==> src/rtl/cache_trace_buf_if.sv <==
// Main-memory request bus as seen by the trace buffer: one transaction beat per valid cycle.
// The cache side drives the master modport; the trace buffer only observes through slave.
interface cache_trace_buf_if #(
    parameter int ADDR_W = 32,
    parameter int DATA_W = 32
);
    logic              mm_valid;
    logic              mm_write;
    logic [ADDR_W-1:0] mm_addr;
    logic [DATA_W-1:0] mm_data;

    modport master (output mm_valid, mm_write, mm_addr, mm_data);
    modport slave  (input  mm_valid, mm_write, mm_addr, mm_data);
endinterface

==> src/rtl/cache_trace_buf.sv <==
// DEPTH-entry capture buffer for main-memory beats: fill-once or circular with trigger + post count.
// Optional macro TRACE_TIMESTAMP_EN adds a free-running cycle stamp per entry and the rd_ts_o port.
module cache_trace_buf #(
    parameter int ADDR_W = 32,
    parameter int DATA_W = 32,
    parameter int DEPTH  = 16,
    parameter int PTR_W  = $clog2(DEPTH),
    parameter int CNT_W  = 16
) (
    input  logic                clk,
    input  logic                reset,
    cache_trace_buf_if.slave    mm,
    input  logic                arm_i,
    input  logic                abort_i,
    input  logic                mode_i,
    input  logic                trig_i,
    input  logic [PTR_W:0]      post_len_i,
    input  logic [PTR_W-1:0]    rd_idx_i,
    output logic [ADDR_W-1:0]   rd_addr_o,
    output logic [DATA_W-1:0]   rd_data_o,
    output logic                rd_wr_o,
    output logic [1:0]          state_o,
    output logic [PTR_W:0]      count_o,
    output logic                wrapped_o,
    output logic [CNT_W-1:0]    wr_cnt_o,
    output logic [CNT_W-1:0]    rd_cnt_o
`ifdef TRACE_TIMESTAMP_EN
    ,
    output logic [31:0]         rd_ts_o
`endif
);

    typedef enum logic [1:0] {IDLE = 2'd0, CAPTURE = 2'd1, POST = 2'd2, DONE = 2'd3} state_e;

    typedef struct packed {
        logic              wr;
        logic [ADDR_W-1:0] addr;
        logic [DATA_W-1:0] data;
`ifdef TRACE_TIMESTAMP_EN
        logic [31:0]       ts;
`endif
    } entry_t;

    localparam logic [PTR_W:0]   FULL_CNT = (PTR_W+1)'(DEPTH);
    localparam logic [PTR_W:0]   LAST_CNT = (PTR_W+1)'(DEPTH - 1);
    localparam logic [PTR_W-1:0] LAST_PTR = PTR_W'(DEPTH - 1);

    state_e            state_q, state_d;
    logic [PTR_W-1:0]  wptr_q;
    logic [PTR_W:0]    count_q;
    logic              wrapped_q;
    logic              mode_q;
    logic [PTR_W:0]    post_len_q;
    logic [PTR_W:0]    post_cnt_q;
    logic [CNT_W-1:0]  wr_cnt_q;
    logic [CNT_W-1:0]  rd_cnt_q;
    entry_t            rd_q;
    entry_t            wr_entry;
    entry_t            ram [DEPTH];

    logic              cap_en;
    logic              load_post;
    logic              clear;
    logic [PTR_W-1:0]  phys;
    logic              in_range;

    // FSM state register
    // NOTE: sequential state uses non-blocking assignments so every flop samples pre-edge values.
    always_ff @(posedge clk or posedge reset) begin
        if (reset) state_q <= IDLE;
        else       state_q <= state_d;
    end

    // FSM next state: abort beats arm, arm beats trigger, trigger beats plain capture
    // NOTE: state_d gets a default before any branch so no path can infer a latch.
    always_comb begin
        state_d = state_q;
        if (abort_i) begin
            state_d = IDLE;
        end else if (arm_i) begin
            state_d = CAPTURE;
        end else begin
            case (state_q)
                CAPTURE: begin
                    if (mode_q && trig_i)
                        state_d = (post_len_q == '0) ? DONE : POST;
                    else if (!mode_q && mm.mm_valid && count_q == LAST_CNT)
                        state_d = DONE;
                end
                POST:    if (mm.mm_valid && post_cnt_q == (PTR_W+1)'(1)) state_d = DONE;
                default: ;
            endcase
        end
    end

    // FSM outputs: datapath strobes
    always_comb begin
        clear     = arm_i && !abort_i;
        cap_en    = mm.mm_valid && !abort_i && !arm_i && (state_q == CAPTURE || state_q == POST);
        load_post = !abort_i && !arm_i && state_q == CAPTURE && mode_q && trig_i;
    end

`ifdef TRACE_TIMESTAMP_EN
    logic [31:0] ts_q;
    always_ff @(posedge clk or posedge reset) begin
        if (reset) ts_q <= '0;
        else       ts_q <= ts_q + 32'd1;
    end
`endif

    always_comb begin
        wr_entry      = '0;
        wr_entry.wr   = mm.mm_write;
        wr_entry.addr = mm.mm_addr;
        wr_entry.data = mm.mm_data;
`ifdef TRACE_TIMESTAMP_EN
        wr_entry.ts   = ts_q;
`endif
    end

    always_ff @(posedge clk or posedge reset) begin
        if (reset) begin
            wptr_q     <= '0;
            count_q    <= '0;
            wrapped_q  <= 1'b0;
            mode_q     <= 1'b0;
            post_len_q <= '0;
            post_cnt_q <= '0;
            wr_cnt_q   <= '0;
            rd_cnt_q   <= '0;
        end else if (clear) begin
            wptr_q     <= '0;
            count_q    <= '0;
            wrapped_q  <= 1'b0;
            mode_q     <= mode_i;
            post_len_q <= post_len_i;
            post_cnt_q <= '0;
            wr_cnt_q   <= '0;
            rd_cnt_q   <= '0;
        end else begin
            if (cap_en) begin
                wptr_q <= wptr_q + PTR_W'(1);
                if (wptr_q == LAST_PTR) wrapped_q <= 1'b1;
                if (count_q != FULL_CNT) count_q <= count_q + (PTR_W+1)'(1);
                if (mm.mm_write && wr_cnt_q != '1)  wr_cnt_q <= wr_cnt_q + CNT_W'(1);
                if (!mm.mm_write && rd_cnt_q != '1) rd_cnt_q <= rd_cnt_q + CNT_W'(1);
            end
            if (load_post)
                post_cnt_q <= post_len_q;
            else if (cap_en && state_q == POST)
                post_cnt_q <= post_cnt_q - (PTR_W+1)'(1);
        end
    end

    // NOTE: the RAM array has no reset; only count/wrapped decide which entries are meaningful.
    always_ff @(posedge clk) begin
        if (cap_en) ram[wptr_q] <= wr_entry;
    end

    // Logical index 0 is the oldest entry; once wrapped, that sits at the write pointer.
    assign phys     = wrapped_q ? wptr_q + rd_idx_i : rd_idx_i;
    assign in_range = {1'b0, rd_idx_i} < count_q;

    always_ff @(posedge clk or posedge reset) begin
        if (reset)         rd_q <= '0;
        else if (in_range) rd_q <= ram[phys];
        else               rd_q <= '0;
    end

    assign rd_addr_o = rd_q.addr;
    assign rd_data_o = rd_q.data;
    assign rd_wr_o   = rd_q.wr;
`ifdef TRACE_TIMESTAMP_EN
    assign rd_ts_o   = rd_q.ts;
`endif
    assign state_o   = state_q;
    assign count_o   = count_q;
    assign wrapped_o = wrapped_q;
    assign wr_cnt_o  = wr_cnt_q;
    assign rd_cnt_o  = rd_cnt_q;

endmodule

==> src/flat_wrapper.sv <==
// flat-port wrapper written by rule: the top's interface ports become plain ports
module cache_trace_buf_flat 
#(
    parameter int ADDR_W = 32,
    parameter int DATA_W = 32,
    parameter int DEPTH  = 16,
    parameter int PTR_W  = $clog2(DEPTH),
    parameter int CNT_W  = 16
)
  (clk, reset, arm_i, abort_i, mode_i, trig_i, post_len_i, rd_idx_i, rd_addr_o, rd_data_o, rd_wr_o, state_o, count_o, wrapped_o, wr_cnt_o, rd_cnt_o, mm_mm_valid, mm_mm_write, mm_mm_addr, mm_mm_data);
  cache_trace_buf_if #(.ADDR_W(ADDR_W), .DATA_W(DATA_W)) mm_i ();
  input  logic clk;
  input  logic reset;
  input  logic arm_i;
  input  logic abort_i;
  input  logic mode_i;
  input  logic trig_i;
  input  logic [PTR_W:0] post_len_i;
  input  logic [PTR_W-1:0] rd_idx_i;
  output logic [ADDR_W-1:0] rd_addr_o;
  output logic [DATA_W-1:0] rd_data_o;
  output logic rd_wr_o;
  output logic [1:0] state_o;
  output logic [PTR_W:0] count_o;
  output logic wrapped_o;
  output logic [CNT_W-1:0] wr_cnt_o;
  output logic [CNT_W-1:0] rd_cnt_o;
  input wire logic [$bits(mm_i.mm_valid)-1:0] mm_mm_valid;
  input wire logic [$bits(mm_i.mm_write)-1:0] mm_mm_write;
  input wire logic [$bits(mm_i.mm_addr)-1:0] mm_mm_addr;
  input wire logic [$bits(mm_i.mm_data)-1:0] mm_mm_data;
  assign mm_i.mm_valid = mm_mm_valid;
  assign mm_i.mm_write = mm_mm_write;
  assign mm_i.mm_addr = mm_mm_addr;
  assign mm_i.mm_data = mm_mm_data;
  cache_trace_buf #(.ADDR_W(ADDR_W), .DATA_W(DATA_W), .DEPTH(DEPTH), .PTR_W(PTR_W), .CNT_W(CNT_W)) u_core (.clk(clk), .reset(reset), .mm(mm_i), .arm_i(arm_i), .abort_i(abort_i), .mode_i(mode_i), .trig_i(trig_i), .post_len_i(post_len_i), .rd_idx_i(rd_idx_i), .rd_addr_o(rd_addr_o), .rd_data_o(rd_data_o), .rd_wr_o(rd_wr_o), .state_o(state_o), .count_o(count_o), .wrapped_o(wrapped_o), .wr_cnt_o(wr_cnt_o), .rd_cnt_o(rd_cnt_o));
endmodule
==> config.mk <==
export PLATFORM = sky130hd
export DESIGN_NAME = cache_trace_buf_flat
export DESIGN_NICKNAME = d
export VERILOG_FILES = /design/src/rtl/cache_trace_buf_if.sv /design/src/rtl/cache_trace_buf.sv /design/src/flat_wrapper.sv
export SDC_FILE = /design/constraint.sdc
export NUM_CORES = 1
export LEC_CHECK = 0
export CAP_MARGIN = 20
export CORE_UTILIZATION = 35
export DETAILED_ROUTE_END_ITERATION = 7
export SETUP_SLACK_MARGIN = 0.05
export SLEW_MARGIN = 10
export SYNTH_ARGS = -nofsm -noshare
export SYNTH_HDL_FRONTEND = slang
export SYNTH_SLANG_ARGS = --single-unit
==> constraint.sdc <==
create_clock -name clk -period 11.9 [get_ports clk]
set_input_delay 1.19 -clock clk [delete_from_list [all_inputs] [get_ports clk]]
set_output_delay 1.19 -clock clk [all_outputs]
set_load 0.005 [all_outputs]
# --- Word-level counts from Yosys, hierarchy flattened ---
# Memories as Yosys holds them, arrays and structs flattened.
# Cells that the tools add are included.
op_classes:
  addsub: 6
  n_mul: 0
  n_div: 0
  order_cmp: 1
  eq_ne: 10
  n_shift: 0
  n_mux: 28
  bitwise_logic: 0
  reduce_logical: 33
op_table:
  columns: ["cell", "n"]
  rows:
  - ["2-to-1 mux 16 bit", 6]
  - ["2-to-1 mux 65 bit", 1]
  - ["adder 16 x 1 -> 16 bit (second input constant)", 2]
  - ["inequality test 16 bit (second input constant)", 2]
  - ["2-to-1 mux 5 bit", 6]
  - ["logical AND 1 bit", 15]
  - ["2-to-1 mux 4 bit", 3]
  - ["2-to-1 mux 2 bit", 5]
  - ["nonzero test 2 bit", 5]
  - ["AND reduction 2 bit", 4]
  - ["2-to-1 mux 1 bit", 6]
  - ["adder 5 x 1 -> 5 bit (second input constant)", 1]
  - ["equality test 5 x 1 -> 1 bit (second input constant)", 1]
  - ["equality test 5 x 4 -> 1 bit (second input constant)", 1]
  - ["logical NOT 5 bit", 1]
  - ["less-than comparator 4 x 5 -> 1 bit", 1]
  - ["inequality test 5 x 3 -> 1 bit (second input constant)", 1]
  - ["inequality test 5 bit (second input constant)", 1]
  - ["subtractor 5 x 1 -> 5 bit (second input constant)", 1]
  - ["adder 4 x 1 -> 4 bit (second input constant)", 1]
  - ["adder 4 bit", 1]
  - ["equality test 4 bit (second input constant)", 1]
  - ["logical NOT 1 bit", 4]
  - ["inequality test 4 x 3 -> 1 bit (second input constant)", 1]
  - ["other kinds (7)", 7]
totals:
  register_bits: 120
  latch_bits: 0
  ramBits: 1040
  rom_bits: 0
  in_bits: 81
  out_inout_bits: 105
  word_cells: 91
  memories: 1
mem_list:
  columns: ["memory", "words", "word_bits", "read_ports", "rd_clocked_by_memory_dff", "wr", "line_no", "source"]
  rows:
  - ["u_core.ram", 16, 65, 1, 0, 1, "cache_trace_buf.sv:59", "entry_t ram [DEPTH];"]

# --- Depth between registers and ports, before layout ---
# Gate-level depths: netlist of the first run.
logic_depth:
  depth_word: 8
  mapped_depth: 10
  mapped_depth_nobuf: 7

# --- Worst setup path before layout of the first run ---
# OpenSTA, ideal clock, no wires.
synth_path:
  path_type: "input to register"
  startpoint: "input arm_i"
  endpoint: "memory u_core.ram[3][0] (netlist bit) (enable)"
  setup_ps: 649
  arrival_ps: 8134
  required_time_ps: 11251
  path_slack_ps: 3117
  cell_stages: 4
  path_buffers: 2
  path_cell_list: "buf_6 -> or4b_4 -> buf_6 -> nor4_1"
synth_between:
  elab_chain_cells: 5
synth_rtl:
  columns: ["item", "line_no", "source"]
  rows:
  - ["start, declared", "flat_wrapper.sv:14", "input logic arm_i;"]
  - ["logical NOT 1 bit", "cache_trace_buf.sv:99", "cap_en = mm.mm_valid && !abort_i && !arm_i && (state_q == CAPTURE || state_q == POST);"]
  - ["logical AND 1 bit (2 in series)", "cache_trace_buf.sv:99", null]
  - ["2-to-1 mux 1 bit", "cache_trace_buf.sv:157", "if (cap_en) ram[wptr_q] <= wr_entry;"]
  - ["2-to-1 mux 1 bit (not written as such)", "cache_trace_buf.sv:157", null]
  - ["end, declared", "cache_trace_buf.sv:59", null]
# Every way passes these cells.

# --- Final worst setup path of the first run ---
layout_path:
  startpoint: "input rd_idx_i[0]"
  endpoint: "register u_core.rd_q, in the netlist u_core.rd_addr_o[30]"
layout_between:
  elab_chain_cells: 4
  word_cells_on_any_way: 5
  cone_classes: "add/sub: 1; order compare: 1; mux: 2; memory: 1"
layout_rtl:
  columns: ["item", "line_no", "source"]
  rows:
  - ["start, declared", "flat_wrapper.sv:19", "input logic [PTR_W-1:0] rd_idx_i;"]
  - ["adder 4 bit", "cache_trace_buf.sv:161", "assign phys = wrapped_q ? wptr_q + rd_idx_i : rd_idx_i;"]
  - ["2-to-1 mux 4 bit", "cache_trace_buf.sv:161", null]
  - ["memory (16 x 65 bit)", null, null]
  - ["2-to-1 mux 65 bit (*)", "cache_trace_buf.sv:166", "else if (in_range) rd_q <= ram[phys];"]
  - ["end signal, assigned", "cache_trace_buf.sv:166", null]
  - ["end, declared", "cache_trace_buf.sv:57", "entry_t rd_q;"]
# Every way passes the cells marked *; elsewhere a longest branch is shown, timed or not.
# A chain may end at the register's enable or synchronous reset.

==> results.md, run 1 <==
- Measured against its own limit, the worst slew margin works out to 0.282.
- The unique cell type count in the Yosys netlist is 55.
- The starting DRC count in detailed routing is 2047.
- The cts-stage hold buffer count is 0.
- The worst setup path is captured at a flip-flop.
- The total of fill cells in the finished design is 11000.
- The initialized floorplan defines 130 standard-cell rows.
- For the worst setup path, the data arrival time is 5290 ps.
- The required time of the worst setup path is 12440 ps.
- The register bit total from synthesis is 1160.
- The number of antenna violations at the first check in global routing is 18.
- The fraction of synthesized cell area taken by the top area cell type is 0.698.
- The die covers 129000 sq um.
- In the post-route analysis, the smallest setup slack over all paths is 7160 ps.
- The y dimension of the die is 360 um.
- The final-report max-slew violation count is 0.
- In this run the horizontal extent of the chip is 360 um.
- The overflow left after global routing is 0.
- The count of flip-flops with a built-in enable after synthesis is 1040.
- The startpoint type of the worst setup path is an input port.
- The number of buffers inserted during clock tree synthesis is 113.
- TritonCTS built the clock tree.
- For this block, the routed nets add up to 107000 um of wire.
- The fmax is 211 MHz.
- CTS placed an instance of clkbuf_16 at the clock tree root.
- The net count after synthesis is 2487.
- Setup repair after global routing left no endpoint under its margin.
- Clock-pin slew was measured on the worst setup and hold paths at 60 ps.
- By area the synthesized netlist is led by edfxtp_1 (70%), mux2i_1 (7.5%), dfrtp_1 (6.7%).
- The remaining routing DRC violations is 0.
- Dividing the detail-routed wire length by the instance count gives 24.6 um.
- The count of cells in the finished layout, fillers not included, comes to 4357.
- The number of cells upsized or downsized after cts is 0.
- The number of H-tree branching levels is 3.
- The routed layout has 22900 vias.
- At the pin with the least slew margin, the transition time is 1080 ps.
- Synthesis produced a netlist whose cell count is 2386.
- Compared with the post-synthesis result, the final layout area differs by 17.1%.
- The clock reaches the later pin of the worst-skew pair after 700 ps.
- The post-CTS repair timing setup buffer count is 0.
- The clock share of power is 0.412.
- The area inside the core boundary is 126000 sq um.
- The time the worst path needs with I/O delays and setup is 4740 ps.
- The port buffer count is 185.
- The relative contribution of combinational cells to total power is 0.053.
- The number of clock sinks is 1160.
- Entering global routing, the biggest net connects 141 pins.
- Power spread over the standard cell area amounts to 161 nW/um^2.
- The maximum net fanout on the critical path is 140.
- The overall routing resource usage is 0.163.
- Of the total power, registers draw 0.535.
- The total of endpoints with negative setup slack in the final report is 0.
- The critical path is of the input port to flip-flop type.
- Counting along the longest clock path gives a buffer depth of 3.
- The tool flagged a number of max-cap violations equal to 0.
- The top cell types in the final layout, fill and taps aside, are edfxtp_1 (1040), mux2i_1 (332), clkdlybuf4s50_1 (185).
- The number of endpoints with negative hold slack in the final report is 0.
- The synthesized cell area is 44800 sq um.
- Of the cells placed in the final design, the portion with a size suffix greater than 1 is 0.136.
- The sequential fraction of the synthesis area is 0.765.
- The half-perimeter wire length of the detailed placement result is 53800 um.
- The final layout net count is 2701.
- The global-route wire length before repair is 157000 um.
- The most used flip-flop cell after synthesis is edfxtp_1.
- For the final database, setup skew stands at 21.3 ps.
- The class of the tightest hold or removal check is flip-flop to flip-flop.
- The total iterations of the first detailed-routing run is 5.
- The detailed-route vias per instance is 5.26.
- The leakage power figure is 17.7 nW.
- The number of placed instances, taps included, is 4134.
- The run finished with clean final reports.
- The number of primary I/O pins is 186.
- At the end of routability-driven placement, the weighted congestion stood at 0.770.
- The number of synthesis warnings is 0.
- The portion of the clock cycle consumed by the worst path in the final layout is 0.399.
- Of the total power, the share spent switching nets is 0.209.
- The biggest area contributor in the post-synthesis netlist is edfxtp_1.
- The starting density of the core is 0.355.
- The post-synthesis area per instance is 18.8 sq um.
- The via count of the first global-routing pass came to 23900.
- The setup TNS after final layout is 0 ps.
- The pre-CTS setup slack is 6470 ps.
- Once detail routing completed, the nets flagged for antenna violations numbered 0.
- The internal portion of the total power is 0.00667 W.
- The most frequent standard cell in the layout excluding fill and tap cells is edfxtp_1.
- The analysis attributes to net switching a power of 0.00176 W.
- Counting flops with an async set or reset pin after synthesis yields a share of 0.103.
- IR analysis of the VDD net gives a maximum drop of 0.110 mV.
state kept, by name, indices dropped and copies added, names as in the netlist:
name	count
u_core.post_len_q	5
u_core.ram	1040
u_core.count_o	5
u_core.rd_wr_o	1
u_core.wptr_q	4
u_core.mode_q	1
u_core.wr_cnt_o	16
u_core.post_cnt_q	5
u_core.wrapped_o	1
u_core.rd_data_o	32
u_core.rd_addr_o	32
u_core.state_o	2
u_core.rd_cnt_o	16
Yosys cell counts, drive strengths merged, types with 4 or more instances:
cell,count
o21ai,70
a32oi,65
mux2i,335
nand4,8
dfrtp,120
mux4,130
a21oi,8
edfxtp,1040
clkbuf,76
buf,57
xnor2,30
nor2,50
nand2,180
and3,10
nand3,13
o22ai,65
nor3,13
a2111oi,4
nor4,13
ha,19
a211oi,11
inv,23
power groups by stage:
stage	Combinational (W)	Sequential [W]	Clock, W
final	0.000450	0.00451	0.00347
after detailed placement	0.000453	0.00460	0
after global placement	0.000439	0.00460	0
after global routing	0.000487	0.00451	0.00370
after floorplan	0.000237	0.00459	0
after CTS	0.000455	0.00451	0.00354
worst paths after layout:
check	cells after the start	slack, ps	startpoint	to
setup / recovery	10	7160	rd_idx_i[0]	u_core.rd_addr_o[30]
hold / removal	1	510	u_core.rd_cnt_o[7]	u_core.rd_cnt_o[7]
setup reg to reg	9	7730	u_core.wptr_q[0]	u_core.rd_addr_o[30]
hold reg to reg	1	510	u_core.rd_cnt_o[7]	u_core.rd_cnt_o[7]
max in group asynchronous	3	9310	reset	u_core.rd_data_o[20]
min in group asynchronous	2	1060	reset	u_core.rd_data_o[0]
stage by stage:
stage	instance area, sq um	util	hold WS [ps]	power, W
floorplan	44800	-	469	0.00482
global route	52400	0.415	548	0.00870
CTS	52400	0.415	517	0.00851
global placement	48700	0.386	503	0.00504
detailed placement	48700	0.386	505	0.00505
finish	52400	0.415	511	0.00843
worst max-delay path, cell delays in order:
cell and delay (ps):
clkdlybuf4s50_1 520, ha_1 280, fa_1 520, mux2i_4 190, buf_12 680, buf_4 870, mux2i_1 260, mux2i_1 90
o21ai_0 290, o22ai_1 120
cell type report:
| cell class | count | area (sq um) | share of cell area |
|---|---|---|---|
| flip-flops and latches | 1160 | 34200 | 0.653 |
| multi-input cells | 1070 | 10100 | 0.192 |
| diodes | 7 | 17.5 | 0.000334 |
| well taps | 1650 | 2060 | 0.0394 |
| clock inverters | 49 | 487 | 0.00929 |
| repair buffers | 232 | 2280 | 0.0435 |
| inverters | 23 | 91.3 | 0.00174 |
| clock buffers | 166 | 3140 | 0.0599 |
per-layer routing:
layer	GRT usage	wire, um	vias up
met5	0	144	-
met4	0.0467	1990	22
met3	0.0320	6070	152
met2	0.277	53100	610
met1	0.213	45700	12100
li1	-	-	9987
kinds of logic after synthesis:
logic type / share of synthesized area
XOR/XNOR: 0.00626
adder cells (fa/ha/maj): 0.00576
multiplexers: 0.141
AND/OR/NAND/NOR: 0.0307
buffers and inverters: 0.0145
flip-flops: 0.765
AO/OA/AOI/OAI: 0.0370
No activity file was read; power rests on OpenSTA's default activity.
==> run 2, diff against run 1 <==
==> constraint.sdc (replaced) <==
create_clock -name clk -period 4.6 [get_ports clk]
set_input_delay 0.46 -clock clk [delete_from_list [all_inputs] [get_ports clk]]
set_output_delay 0.46 -clock clk [all_outputs]
set_load 0.005 [all_outputs]
==> results.md, run 2 (synthesis gave the netlist of run 1 again) <==
- The type of destination of the critical path is a flip-flop.
- The starting density of the core is 0.355 (unchanged).
- The final layout net count is 2726 (+0.93%).
- The reported max-cap violation count was 0 (unchanged).
- The register with the most flip-flops is u_core.ram.
- For hold timing, the worst endpoint is u_core.post_len_q[0].
- The area inside the core boundary is 126000 sq um (unchanged).
- The number of H-tree branching levels came to 3 (unchanged).
- The worst hold path begins at post_len_i[0].
- The number of antenna violations at the first check in global routing came to 12 (-6).
- The signal on the critical path passes through ha_1, xor2_1, o32ai_4, buf_4, a32oi_1, o21ai_0, o22ai_1.
- For this run, the top clock speed supported by timing is 304 MHz.
- The overall power consumption was 0.0220 W (+160%).
- In the layout the commonest cells are edfxtp_1 (1040), mux2i_1 (332), clkdlybuf4s50_1 (185).
- The number of buffers and inverters on the critical path is 1 (-2).
- The detailed-route vias per instance is 5.27 (+0.26%).
- The routed wire length per instance is 24.9 um (+1.2%).
- The worst relative slew slack came to 0.346 (+0.0632).
- The via count of the first global-routing pass came to 24000 (+0.36%).
- The worst IR drop on VDD came to 0.309 mV (+180%).
- The power per cell area is 415 nW/um^2 (+160%).
- The number of endpoints with negative hold slack in the final report is 0 (unchanged).
- The flip-flop count of the largest register, all copies and words added is 1040 (unchanged).
- The number of buffers inserted during clock tree synthesis is 111 (-1.8%).
- The clock-pin slew on the worst setup and hold paths was 60 ps (about the same).
- The time the worst path needs with I/O delays and setup is 3290 ps.
- The number of clock sinks was 1160 (unchanged).
- The global-route wire length before repair is 159000 um (+1.5%).
- The antenna violation net count after detailed routing came to 0 (unchanged).
- The pre-CTS setup slack was 768 ps (-5700 ps).
- The clock latency at the later pin of the worst-skew pair was 720 ps (+20 ps).
- The number of cells upsized or downsized after cts came to 0 (unchanged).
- The post-CTS repair timing setup buffer count is 0 (unchanged).
- The overflow left after global routing came to 0 (unchanged).
- The overall routing resource usage came to 0.166 (+0.00287).
- The startpoint of the worst setup timing path is u_core.wptr_q[2].
- The path class of the tightest hold or removal check is input port to flip-flop.
- The critical path data arrival time is 3870 ps (-1420 ps).
- The tree is rooted in a clkbuf_16.
- TritonCTS built the clock tree.
- The slowest stage cell on the critical path is dfrtp_1.
- The depth of the worst hold-timing path is 3 (+2).
- The half-perimeter wire length of the detailed placement result came to 57400 um (+6.8%).
- The portion of the clock cycle consumed by the worst path in the final layout is 0.715.
- The number of primary I/O pins came to 186 (unchanged).
- The depth of the worst register-to-register path is 7 (-2).
- The final hold slack came to 283 ps (-228 ps).
- The final weighted congestion in routability-driven placement came to 0.781 (+1.5%).
- The number of cells in the design after placement is 4162 (+0.68%).
- The cts-stage hold buffer count is 0 (unchanged).
- The required time of the worst setup path came to 5180 ps (-7260 ps).
- The maximum number of buffers from clock root to sink is 3 (unchanged).
- The core utilization of the finished layout is 0.420 (+0.00479).
- The actual transition at the worst max-transition pin is 980 ps (-95.8 ps).
- The horizontal extent of the die was 360 um (unchanged).
- The y dimension of the die is 360 um (unchanged).
- The number of standard cells in the layout, taps in and fillers out came to 4375 (+0.41%).
- Setup repair after global routing left no endpoint under its margin.
- The worst register-to-register path ends at u_core.rd_addr_o[31].
- The post-layout worst setup margin was 1310 ps (-5840 ps).
- The port buffer count is 185 (unchanged).
- The die outline area came to 129000 sq um (unchanged).
- The remaining routing DRC violations is 0 (unchanged).
- The total via count in the routed design is 23100 (+0.68%).
- The maximum number of pins on one net before global-route repair is 71 (-50%).
- The maximum net fanout on the critical path is 14 (-90%).
- The leakage power figure is 17.9 nW (+1.5%).
- The critical path in this run is classified as flip-flop to flip-flop.
- The wire length reported by the detailed router is 109000 um (+1.6%).
- The flow ran to the end, and the final reports show no timing, DRC or antenna violations.
- The largest incremental delay on the critical path is 720 ps (-150 ps).
- The worst setup path is launched from a flip-flop.
- The total iterations of the first detailed-routing run is 5 (unchanged).
- The share of final-layout standard cells stronger than drive strength 1 is 0.148 (+0.0117).
- The cell class contributing the biggest share of worst-path delay is compound AO/OA/AOI/OAI gates.
- The startpoint identified for the worst register-to-register timing path is u_core.wptr_q[2].
- The total of endpoints with negative setup slack in the final report is 0 (unchanged).
- The most frequent standard cell in the layout excluding fill and tap cells is edfxtp_1.
- The final worst clock skew is 30.9 ps (+9.62 ps).
- The number of core rows is 130 (unchanged).
- The final-report max-slew violation count is 0 (unchanged).
- The reg2reg setup slack is 1310 ps (-6420 ps).
- The starting DRC count in detailed routing was 1819 (-11%).
- The synthesis-to-layout area growth is 18.4%.
run 2: worst max-delay path by stage:
stage | end | slack [ps] | cells past startpoint
after global routing | u_core.rd_addr_o[31] | 1170 | 7
after global placement | u_core.rd_addr_o[31] | 780 | 9
after CTS | u_core.rd_data_o[7] | 1310 | 8
final | u_core.rd_addr_o[31] | 1310 | 7
after floorplan | u_core.ram[4][0] | -1740 | 5
after detailed placement | u_core.rd_data_o[7] | 770 | 9
run 2: worst min-delay path, stage by stage:
cell             delay (ps)
clkdlybuf4s50_1         400
nand2_1                  60
nand2_1                  40
run 2: power breakdown:
group / internal (W) / switching, W
sequential: 0.0116 / 0.0000850
clock: 0.00528 / 0.00385
combinational: 0.000512 / 0.000681
total: 0.0174 / 0.00462
run 2: area by class of cell:
cell class                      instances  area [sq um]
Clock inverter                         52           564
Antenna cell                            2          5.00
Inverter                               23          91.3
Timing Repair Buffer                  259          2810
Clock buffer                          159          3120
Fill cell                           10900         73200
Multi-Input combinational cell       1070         10100
Tap cell                             1650          2060
Sequential cell                      1160         34200
run 2: metal layers:
layer	vias up	wire, um	GRT usage
li1	10000	-	-
met1	12200	46000	0.218
met2	683	53600	0.279
met3	151	6580	0.0322
met4	14	2510	0.0509
met5	-	72	0
run 2: metrics by stage:
step / cell area, sq um / TNS (ps)
final: 53000 / 0
after CTS: 53000 / 0
after global routing: 53000 / 0
after global placement: 49300 / 0
after floorplan: 44800 / -680760
after detailed placement: 49300 / 0
==> run 3, diff against run 2 <==
==> constraint.sdc (replaced) <==
create_clock -name clk -period 3.2 [get_ports clk]
set_input_delay 0.32 -clock clk [delete_from_list [all_inputs] [get_ports clk]]
set_output_delay 0.32 -clock clk [all_outputs]
set_load 0.005 [all_outputs]
==> results.md, run 3 (synthesis gave the netlist of run 1 again) <==
- The flow ran to the end, and the final reports show no timing, DRC or antenna violations.
- The CTS tree is done.
- The area of the multi-input gates came to 10200 sq um (+0.45%).
- The remaining routing DRC violations is 0 (unchanged).
- The final layout net count is 2781 (+2.0%).
- The routed wire length per instance is 24.8 um (about the same).
- The post-CTS repair timing setup buffer count is 0 (unchanged).
- The clock-pin slew on the worst setup and hold paths was 60 ps (about the same).
- The wire length reported by the detailed router is 110000 um (+1.2%).
- The via count of the first global-routing pass came to 24000 (-0.029%).
- The number of H-tree branching levels came to 3 (unchanged).
- The cts-stage hold buffer count is 0 (unchanged).
- The setup TNS after final layout is 0 ps (unchanged).
- The fmax is 351 MHz (+16%).
- The number of cells upsized or downsized after cts is 0 (unchanged).
- The critical path data arrival time is 3430 ps (-440 ps).
- The overall routing resource usage was 0.169 (+0.00221).
- The number of antenna violations at the first check in global routing came to 17 (+5).
- The number of primary I/O pins was 186 (unchanged).
- The final worst clock skew is 26.9 ps (-4.05 ps).
- The area inside the core boundary was 126000 sq um (unchanged).
- The kind of critical path is flip-flop to flip-flop.
- The core utilization of the finished layout is 0.428 (+0.00817).
- The worst hold path begins at post_len_i[2].
- The class of the tightest hold or removal check is input port to flip-flop.
- The pre-CTS setup slack is -3.73 ps (-772 ps).
- The horizontal extent of the die came to 360 um (unchanged).
- The depth of the worst register-to-register path is 9 (+2).
- The total via count in the routed design came to 23300 (+1.2%).
- The final hold slack is 155 ps (-128 ps).
- The root buffer cell chosen for the clock tree is clkbuf_16.
- The worst reg2reg path endpoint is u_core.rd_addr_o[20].
- The depth of the worst hold-timing path is 3 (unchanged).
- The number of buffers inserted during clock tree synthesis is 114 (+2.7%).
- The die outline area is 129000 sq um (unchanged).
- The maximum number of buffers from clock root to sink is 3 (unchanged).
- The maximum number of pins on one net before global-route repair was 121 (+70%).
- The worst relative slew slack was 0.391 (+0.0453).
- The number of standard cells in the layout, taps in and fillers out is 4433 (+1.3%).
- The number of core rows is 130 (unchanged).
- The half-perimeter wire length of the detailed placement result came to 61500 um (+7.0%).
- The antenna violation net count after detailed routing came to 0 (unchanged).
- The overflow left after global routing came to 0 (unchanged).
- The reported max-cap violation count is 0 (unchanged).
- The y dimension of the die came to 360 um (unchanged).
- The final weighted congestion in routability-driven placement is 0.784 (+0.33%).
- The required time of the worst setup path is 3780 ps (-1400 ps).
- The library cell used most frequently in the layout, excluding fill and tap cells, is edfxtp_1.
- The reg2reg setup slack is 350 ps (-960 ps).
- The total iterations of the first detailed-routing run is 5 (unchanged).
- The port buffer count was 185 (unchanged).
- The worst IR drop on VDD is 0.431 mV (+39%).
- The flip-flop count of the largest register, all copies and words added is 1040 (unchanged).
- The global-route wire length before repair came to 161000 um (+1.3%).
- The number of cells in the design after placement is 4214 (+1.2%).
- The worst flop-to-flop path startpoint is u_core.wptr_q[0].
- The time the worst path needs with I/O delays and setup is 2850 ps (-441 ps).
- The starting DRC count in detailed routing came to 2014 (+11%).
- The end point of the most critical hold path is u_core.post_len_q[2].
- The number of endpoints with negative hold slack in the final report is 0 (unchanged).
- The power per cell area is 597 nW/um^2 (+44%).
- The portion of the clock cycle consumed by the worst path in the final layout was 0.889 (+0.175).
- Setup repair after global routing left no endpoint under its margin.
- The startpoint type of the worst setup path is a flip-flop.
- The register with the most flip-flops is u_core.ram.
- The actual transition at the worst max-transition pin is 914 ps (-66.9 ps).
- The maximum net fanout on the critical path is 20 (+6).
- The total of endpoints with negative setup slack in the final report was 0 (unchanged).
- The leakage power figure came to 18.4 nW (+2.6%).
- The post-layout worst setup margin came to 354 ps (-959 ps).
- In the layout the commonest cells are edfxtp_1 (1040), mux2i_1 (332), clkdlybuf4s50_1 (185).
- The detailed-route vias per instance is 5.26 (-0.14%).
- The clock latency at the later pin of the worst-skew pair is 730 ps (about the same).
- The area used by sequential logic in the layout is 34200 sq um (unchanged).
- The final-report max-slew violation count is 0 (unchanged).
- The worst setup path is captured at a flip-flop.
- The total of fill cells in the finished design was 10900 (-0.31%).
- The synthesis-to-layout area growth is 20.7%.
- The share of final-layout standard cells stronger than drive strength 1 is 0.169 (+0.0210).
- The number of clock sinks is 1160 (unchanged).
- The starting density of the core is 0.355 (unchanged).
-- run 3: cell count changes in the layout (fill, tap and decap cells not counted), moves of 2 or more --
cell       change
buf_12        +34
buf_4         +18
clkbuf_1       -6
clkinv_4       +5
bufinv_16      +4
nor3_2         -4
nor3_4         +4
inv_6          +2
-- run 3: power breakdown --
part / internal, W / switching (W)
clock: 0.00799 / 0.00569
combinational: 0.000806 / 0.00102
sequential: 0.0167 / 0.000113
total: 0.0255 / 0.00682
-- run 3: final cells by class --
cell class	count	area share
Sequential cell	1160	0.634
Multi-Input combinational cell	1070	0.188
Timing Repair Buffer	311	0.0671
Clock buffer	154	0.0578
Tap cell	1650	0.0382
Clock inverter	63	0.0136
Inverter	23	0.00167
Antenna cell	2	0.0000926
-- run 3: stage by stage --
stage | total power (W) | cell area (sq um)
after floorplan | 0.0179 | 44900
after global placement | 0.0189 | 50200
after detailed placement | 0.0189 | 50200
after CTS | 0.0326 | 54000
after global routing | 0.0333 | 54000
final | 0.0323 | 54000
-- run 3: how the worst max path moves through the flow --
| stage | startpoint | endpoint | cells past startpoint |
|---|---|---|---|
| floorplan | u_core.state_o[0] | u_core.ram[0][0] | 5 |
| global placement | rd_idx_i[0] | u_core.rd_data_o[16] | 9 |
| detailed placement | rd_idx_i[0] | u_core.rd_data_o[16] | 9 |
| CTS | u_core.wptr_q[0] | u_core.rd_addr_o[20] | 9 |
| global route | u_core.wptr_q[0] | u_core.rd_addr_o[7] | 9 |
| finish | u_core.wptr_q[0] | u_core.rd_addr_o[20] | 9 |
-- run 3: worst max-delay path, cell delays in order (launching register included) --
cell	delay, ps
dfrtp_1	460
ha_1	240
fa_1	510
mux2i_4	190
buf_12	230
buf_4	350
mux2i_1	240
mux2i_1	80
o21ai_0	250
o22ai_1	130
-- run 3: metal layers --
layer  GRT usage  share of wire  vias up
met2       0.280           0.49      674
met5           0         0.0011        -
met3      0.0331          0.060      162
li1            -              -    10200
met4      0.0463          0.020       20
met1       0.225           0.43    12300
